<file path="src/rtl/muldiv_sequencer.sv">
// Sequences the shared multiplier/divider for mult/div instructions and commits results to HI/LO.
// Optional WAIT timeout abort is enabled by defining MULDIV_TIMEOUT_EN.
module muldiv_sequencer #(
  parameter int unsigned WIDTH          = 32,
  parameter int unsigned TIMEOUT_CYCLES = 64,
  parameter int unsigned CNT_W          = 7
) (
  input  logic               clk,
  input  logic               reset,
  input  logic               req_valid,
  input  logic               req_op,
  input  logic [WIDTH-1:0]   req_a,
  input  logic [WIDTH-1:0]   req_b,
  output logic               req_ready,
  output logic               busy,
  output logic [WIDTH-1:0]   op_a,
  output logic [WIDTH-1:0]   op_b,
  output logic               mult_start,
  output logic               div_start,
  input  logic               mult_done,
  input  logic [2*WIDTH-1:0] mult_result,
  input  logic               div_done,
  input  logic [WIDTH-1:0]   div_quotient,
  input  logic [WIDTH-1:0]   div_remainder,
  output logic               hi_write,
  output logic               lo_write,
  output logic [WIDTH-1:0]   hi_in,
  output logic [WIDTH-1:0]   lo_in,
  output logic               op_done,
  output logic               dbz_exc,
  output logic               timeout_err
);

  typedef enum logic [2:0] {
    S_IDLE,
    S_LAUNCH,
    S_WAIT,
    S_WB,
    S_EXC
  } state_e;

  if (CNT_W < 1 || (64'd1 << CNT_W) <= 64'(TIMEOUT_CYCLES)) begin : g_bad_cfg
    $error("muldiv_sequencer: CNT_W too narrow for TIMEOUT_CYCLES");
  end

  state_e             state_q, state_d;
  logic               op_q;
  logic [WIDTH-1:0]   op_a_q, op_b_q;
  logic               req_ready_q, busy_q;
  logic               mult_start_q, div_start_q;
  logic               hi_write_q, lo_write_q, op_done_q;
  logic [WIDTH-1:0]   hi_in_q, lo_in_q;
  logic               dbz_exc_q, timeout_err_q;
  logic               done_sel;
  logic               tout;

`ifdef MULDIV_TIMEOUT_EN
  localparam logic [CNT_W-1:0] TMO = CNT_W'(TIMEOUT_CYCLES);
  logic [CNT_W-1:0] cnt_q, cnt_d;
`endif

  // Only the launched unit's done is honoured; the other unit may share the bus.
  assign done_sel = op_q ? div_done : mult_done;

  always_comb begin
    state_d = state_q;
    tout    = 1'b0;
`ifdef MULDIV_TIMEOUT_EN
    cnt_d   = cnt_q;
`endif
    case (state_q)
      S_IDLE: begin
        if (req_valid) state_d = S_LAUNCH;
      end
      S_LAUNCH: begin
`ifdef MULDIV_TIMEOUT_EN
        cnt_d = '0;
`endif
        if (op_q && (op_b_q == '0)) state_d = S_EXC;
        else                        state_d = S_WAIT;
      end
      S_WAIT: begin
        if (done_sel) begin
          state_d = S_WB;
        end else begin
`ifdef MULDIV_TIMEOUT_EN
          cnt_d = cnt_q + 1'b1;
          if (cnt_d == TMO) begin
            tout    = 1'b1;
            state_d = S_IDLE;
          end
`endif
        end
      end
      S_WB:    state_d = S_IDLE;
      S_EXC:   state_d = S_IDLE;
      default: state_d = S_IDLE;
    endcase
  end

  // Outputs are registered from state_d so each pulse lines up with the state it belongs to.
  always_ff @(posedge clk) begin
    if (reset) begin
      state_q       <= S_IDLE;
      op_q          <= 1'b0;
      op_a_q        <= '0;
      op_b_q        <= '0;
      req_ready_q   <= 1'b1;
      busy_q        <= 1'b0;
      mult_start_q  <= 1'b0;
      div_start_q   <= 1'b0;
      hi_write_q    <= 1'b0;
      lo_write_q    <= 1'b0;
      op_done_q     <= 1'b0;
      hi_in_q       <= '0;
      lo_in_q       <= '0;
      dbz_exc_q     <= 1'b0;
      timeout_err_q <= 1'b0;
`ifdef MULDIV_TIMEOUT_EN
      cnt_q         <= '0;
`endif
    end else begin
      state_q      <= state_d;
      req_ready_q  <= (state_d == S_IDLE);
      busy_q       <= (state_d != S_IDLE);
      if (state_q == S_IDLE && req_valid) begin
        op_q   <= req_op;
        op_a_q <= req_a;
        op_b_q <= req_b;
      end
      // Start pulses are decided from the request itself so they appear during LAUNCH.
      mult_start_q <= (state_q == S_IDLE) && req_valid && !req_op;
      div_start_q  <= (state_q == S_IDLE) && req_valid && req_op && (req_b != '0);
      hi_write_q   <= (state_d == S_WB);
      lo_write_q   <= (state_d == S_WB);
      op_done_q    <= (state_d == S_WB);
      if (state_d == S_WB) begin
        hi_in_q <= op_q ? div_remainder : mult_result[2*WIDTH-1:WIDTH];
        lo_in_q <= op_q ? div_quotient  : mult_result[WIDTH-1:0];
      end else begin
        hi_in_q <= '0;
        lo_in_q <= '0;
      end
      dbz_exc_q     <= (state_d == S_EXC);
      timeout_err_q <= tout;
`ifdef MULDIV_TIMEOUT_EN
      cnt_q         <= cnt_d;
`endif
    end
  end

  assign req_ready   = req_ready_q;
  assign busy        = busy_q;
  assign op_a        = op_a_q;
  assign op_b        = op_b_q;
  assign mult_start  = mult_start_q;
  assign div_start   = div_start_q;
  assign hi_write    = hi_write_q;
  assign lo_write    = lo_write_q;
  assign hi_in       = hi_in_q;
  assign lo_in       = lo_in_q;
  assign op_done     = op_done_q;
  assign dbz_exc     = dbz_exc_q;
  assign timeout_err = timeout_err_q;

endmodule

</file>
<file path="config.mk">
export PLATFORM = sky130hd
export DESIGN_NAME = muldiv_sequencer
export DESIGN_NICKNAME = d
export VERILOG_FILES = /design/src/rtl/muldiv_sequencer.sv
export SDC_FILE = /design/constraint.sdc
export NUM_CORES = 1
export LEC_CHECK = 0
export CAP_MARGIN = 0
export CORE_MARGIN = 2
export CORE_UTILIZATION = 30
export CTS_CLUSTER_SIZE = 12
export DETAILED_ROUTE_END_ITERATION = 8
export DONT_BUFFER_PORTS = 1
export MAX_ROUTING_LAYER = met4
export PLACE_DENSITY_LB_ADDON = 0.15
export RECOVER_POWER = 100
export SLEW_MARGIN = 20
export SYNTH_ARGS = -nofsm -noshare
export SYNTH_HDL_FRONTEND = slang
export SYNTH_SLANG_ARGS = --single-unit
export TNS_END_PERCENT = 30
</file>
<file path="constraint.sdc">
create_clock -name clk -period 2.07 [get_ports clk]
set_input_delay 0.3105 -clock clk [delete_from_list [all_inputs] [get_ports clk]]
set_output_delay 0.3105 -clock clk [all_outputs]
set_load 0.01 [all_outputs]
</file>
==> impl_metrics.csv <==
group,metric,value,unit
outcome,status,"finished clean",
setup_path,rr_worst_depth,3,
global_routing,grt_max_degree,68,
yosys,seq_area_frac_synth,55.7,%
drt,drt-initial-drc-count,145,
yosys,ys_top_cells_by_count,"dfxtp_1, nand2_1, nor2_1, a21oi_1, mux2i_1",
setup_path,crit_type,"flip-flop to flip-flop",
die,boundaryPins,335,
clock_tree,cts_max_level,4,
yosys,synth_ff_type,"dfxtp_1",
clock_tree,clock_latency,410,ps
setup_path,cp-end-kind,"flip-flop",
drt,num_vias,3721,
drt,drtPass1Iterations,4,
global_routing,grt_pass1_wl,21800,um
clock_tree,cts_tree,"yes",
run,max_cap_viol_count,0,
yosys,synth-edff-count,0,
place,pre_cts_ws,302,ps
clock_tree,cts_buffers,17,
clock_tree,cts.sinks,138,
yosys,synth.distinct_cells,27,
die,rows,47,
yosys,yosys-top-cells-area,"dfxtp_1, mux2i_1, nand2_1",
drt,drc,0,
setup_path,ff2ff_setup_slack,240,ps
timing,period_share,88.3,%
worst_hold_path,whs_endpoint,"op_b[26]$_SDFFE_PP0P_",
place,port_buffers,0,
final_layout,nFillCells,1756,
yosys,postSynthAreaPerCell,9.07,um^2
clock_tree,cts_root_buf,"clkbuf_16",
yosys,yosysTopAreaCell,"dfxtp_1",
power_and_ir_drop,ir_worst_vdd,0.514,mV
final_layout,n_antenna_cell,0,
timing,slew_headroom,52.6,%
setup_path,r2r-end,"div_start$_SDFF_PP0_",
clock_tree,cts_buffer_depth,2,
drt,wirelength,14700,um
yosys,synthArstFlopShare,0,%
place,place_congestion,0.806,
die,initial_utilization,30.3,%
clock_tree,clkTransAtPathRegs,60,ps
global_routing,antenna_found_initial,0,
power_and_ir_drop,leakagePower,2.06,nW
timing,fmax,547,MHz
global_routing,overflow,0,
clock_tree,cts_setup_buffers,0,
timing,setup_ws,242,ps
setup_path,cp.arrival,2140,ps
die,coreArea,16300,um^2
yosys,ys_warn_count,0,
place,place_hpwl,10900,um
timing,rsz0062_at_grt,"no",
global_routing,first_global_vias,3855,
setup_path,crit-reg2reg-launch,"state_q[0]$_SDFF_PP0_",
yosys,syn-instance-count,547,
yosys,synth_area,4960,um^2
drt,final_antenna_net_count,0,
die,die_h,133,um
setup_path,path_max_fanout,52,
global_routing,grt.total_usage,16.7,%
power_and_ir_drop,power_density,1140,nW/um^2
final_layout,drive_gt1_share,6.58,%
die,die_x,133,um
timing,setup_violations,0,
timing,final-hold-violation-count,0,
drt,via_per_inst,4.85,
clock_tree,cts_resized,0,
die,die-area,17600,um^2
yosys,synth.most_common_cell,"dfxtp_1",
setup_path,worstPathRequired,2380,ps
timing,tightest_slew,711,ps
final_layout,nets,733,
yosys,ys_ff_latch,138,
timing,finalSetupTns,0,ps
clock_tree,cts_hold_buffers,2,
yosys,synth_top_area_share,55.7,%
timing,fin_crit,1830,ps
worst_hold_path,worst_hold_path.num_cells,2,
timing,slew_violations,0,
final_layout,fin_util,35.0,%
timing,skew,6.87,ps
drt,wl_per_cell,19.2,um
setup_path,startpoint_type,"flip-flop",
final_layout,syn2layout_area_growth,15.5,%
yosys,syn_nets,745,
worst_hold_path,min-delay-path-class,"input pin to flip-flop",
worst_hold_path,worstHoldStart,"req_b[26]",
==> registers in the layout, indices dropped and copies added (netlist names) <==
| register | flops |
|---|---|
| hi_in | 32 |
| lo_in | 32 |
| op_a | 32 |
| op_b | 32 |
| state_q | 3 |
| busy | 1 |
| dbz_exc | 1 |
| div_start | 1 |
| mult_start | 1 |
| op_done | 1 |
| op_q | 1 |
| req_ready | 1 |
==> routing by layer <==
metal / routed length [um] / vias up / global-route usage, % / share of wire [%]
met1: 5650 / 1717 / 17.8 / 38
met4: 229 / 0 / 5.38 / 1.6
met5: 0 / - / - / 0
met3: 1650 / 14 / 7.78 / 11
li1: - / 1782 / - / -
met2: 7190 / 208 / 27.6 / 49
==> per-stage QoR <==
stage | hold WS [ps] | instance area (um^2) | total power (W) | std cells
after detailed placement | 382 | 5110 | 0.00348 | 734
final | 29.4 | 5730 | 0.00655 | 767
after floorplan | 390 | 4960 | 0.00337 | 547
after CTS | 4.63 | 5760 | 0.00664 | 767
after global routing | 11.7 | 5730 | 0.00682 | 767
after global placement | 383 | 5110 | 0.00346 | 734
==> cells by family (layout without fill, tap and decap cells) <==
logic type | count (synthesis) | count (layout) | share of synthesized area, %
and+or+nand+nor | 230 | 230 | 19.3
AOI/OAI and AO/OA | 69 | 69 | 7.11
DFF | 138 | 138 | 55.7
muxes | 65 | 65 | 13.1
buffers and inverters | 44 | 44 | 4.64
other | 1 | 1 | 0.0756
==> worst max-delay path by stage <==
stage,startpoint,endpoint,slack [ps],cells after the start
after floorplan,state_q[1]$_SDFF_PP0_,op_b[1]$_SDFFE_PP0P_,610,6
after global placement,state_q[0]$_SDFF_PP0_,div_start$_SDFF_PP0_,340,3
after detailed placement,state_q[0]$_SDFF_PP0_,div_start$_SDFF_PP0_,300,3
after CTS,state_q[0]$_SDFF_PP0_,div_start$_SDFF_PP0_,270,3
after global routing,state_q[0]$_SDFF_PP0_,div_start$_SDFF_PP0_,150,3
final,state_q[0]$_SDFF_PP0_,div_start$_SDFF_PP0_,240,3
==> layout by cell type, fill, tap and decap left out, types with 2 or more instances in the layout <==
cell type	instances
clkbuf_8	2
mux2i_1	64
inv_1	3
nand2_1	131
clkbuf_1	6
clkbuf_16	18
clkinvlp_4	2
dfxtp_1	138
buf_4	5
nand4_1	4
nor4b_1	2
bufinv_16	3
nor2_1	69
nor4_1	16
a21oi_1	66
==> worst max-delay path, cell delays in order, from the launching register on <==
cell and delay, ps:
dfxtp_1 350, or4b_2 700, buf_4 310, nor4b_1 340
==> where the power goes <==
part	internal, W	switching (W)	total [W]
sequential	0.00278	0.000160	0.00294
combinational	0.000196	0.000289	0.000486
clock	0.00202	0.00109	0.00312
==> area by class of cell <==
type	count	area, um^2	area share [%]
well taps	220	275	4.80
clock buffers	25	497	8.67
repair buffers	10	106	1.86
flip-flops and latches	138	2760	48.2
multi-input cells	365	1970	34.3
clock inverters	6	110	1.92
inverters	3	11.3	0.197
Power figures use the tool's default switching activity.
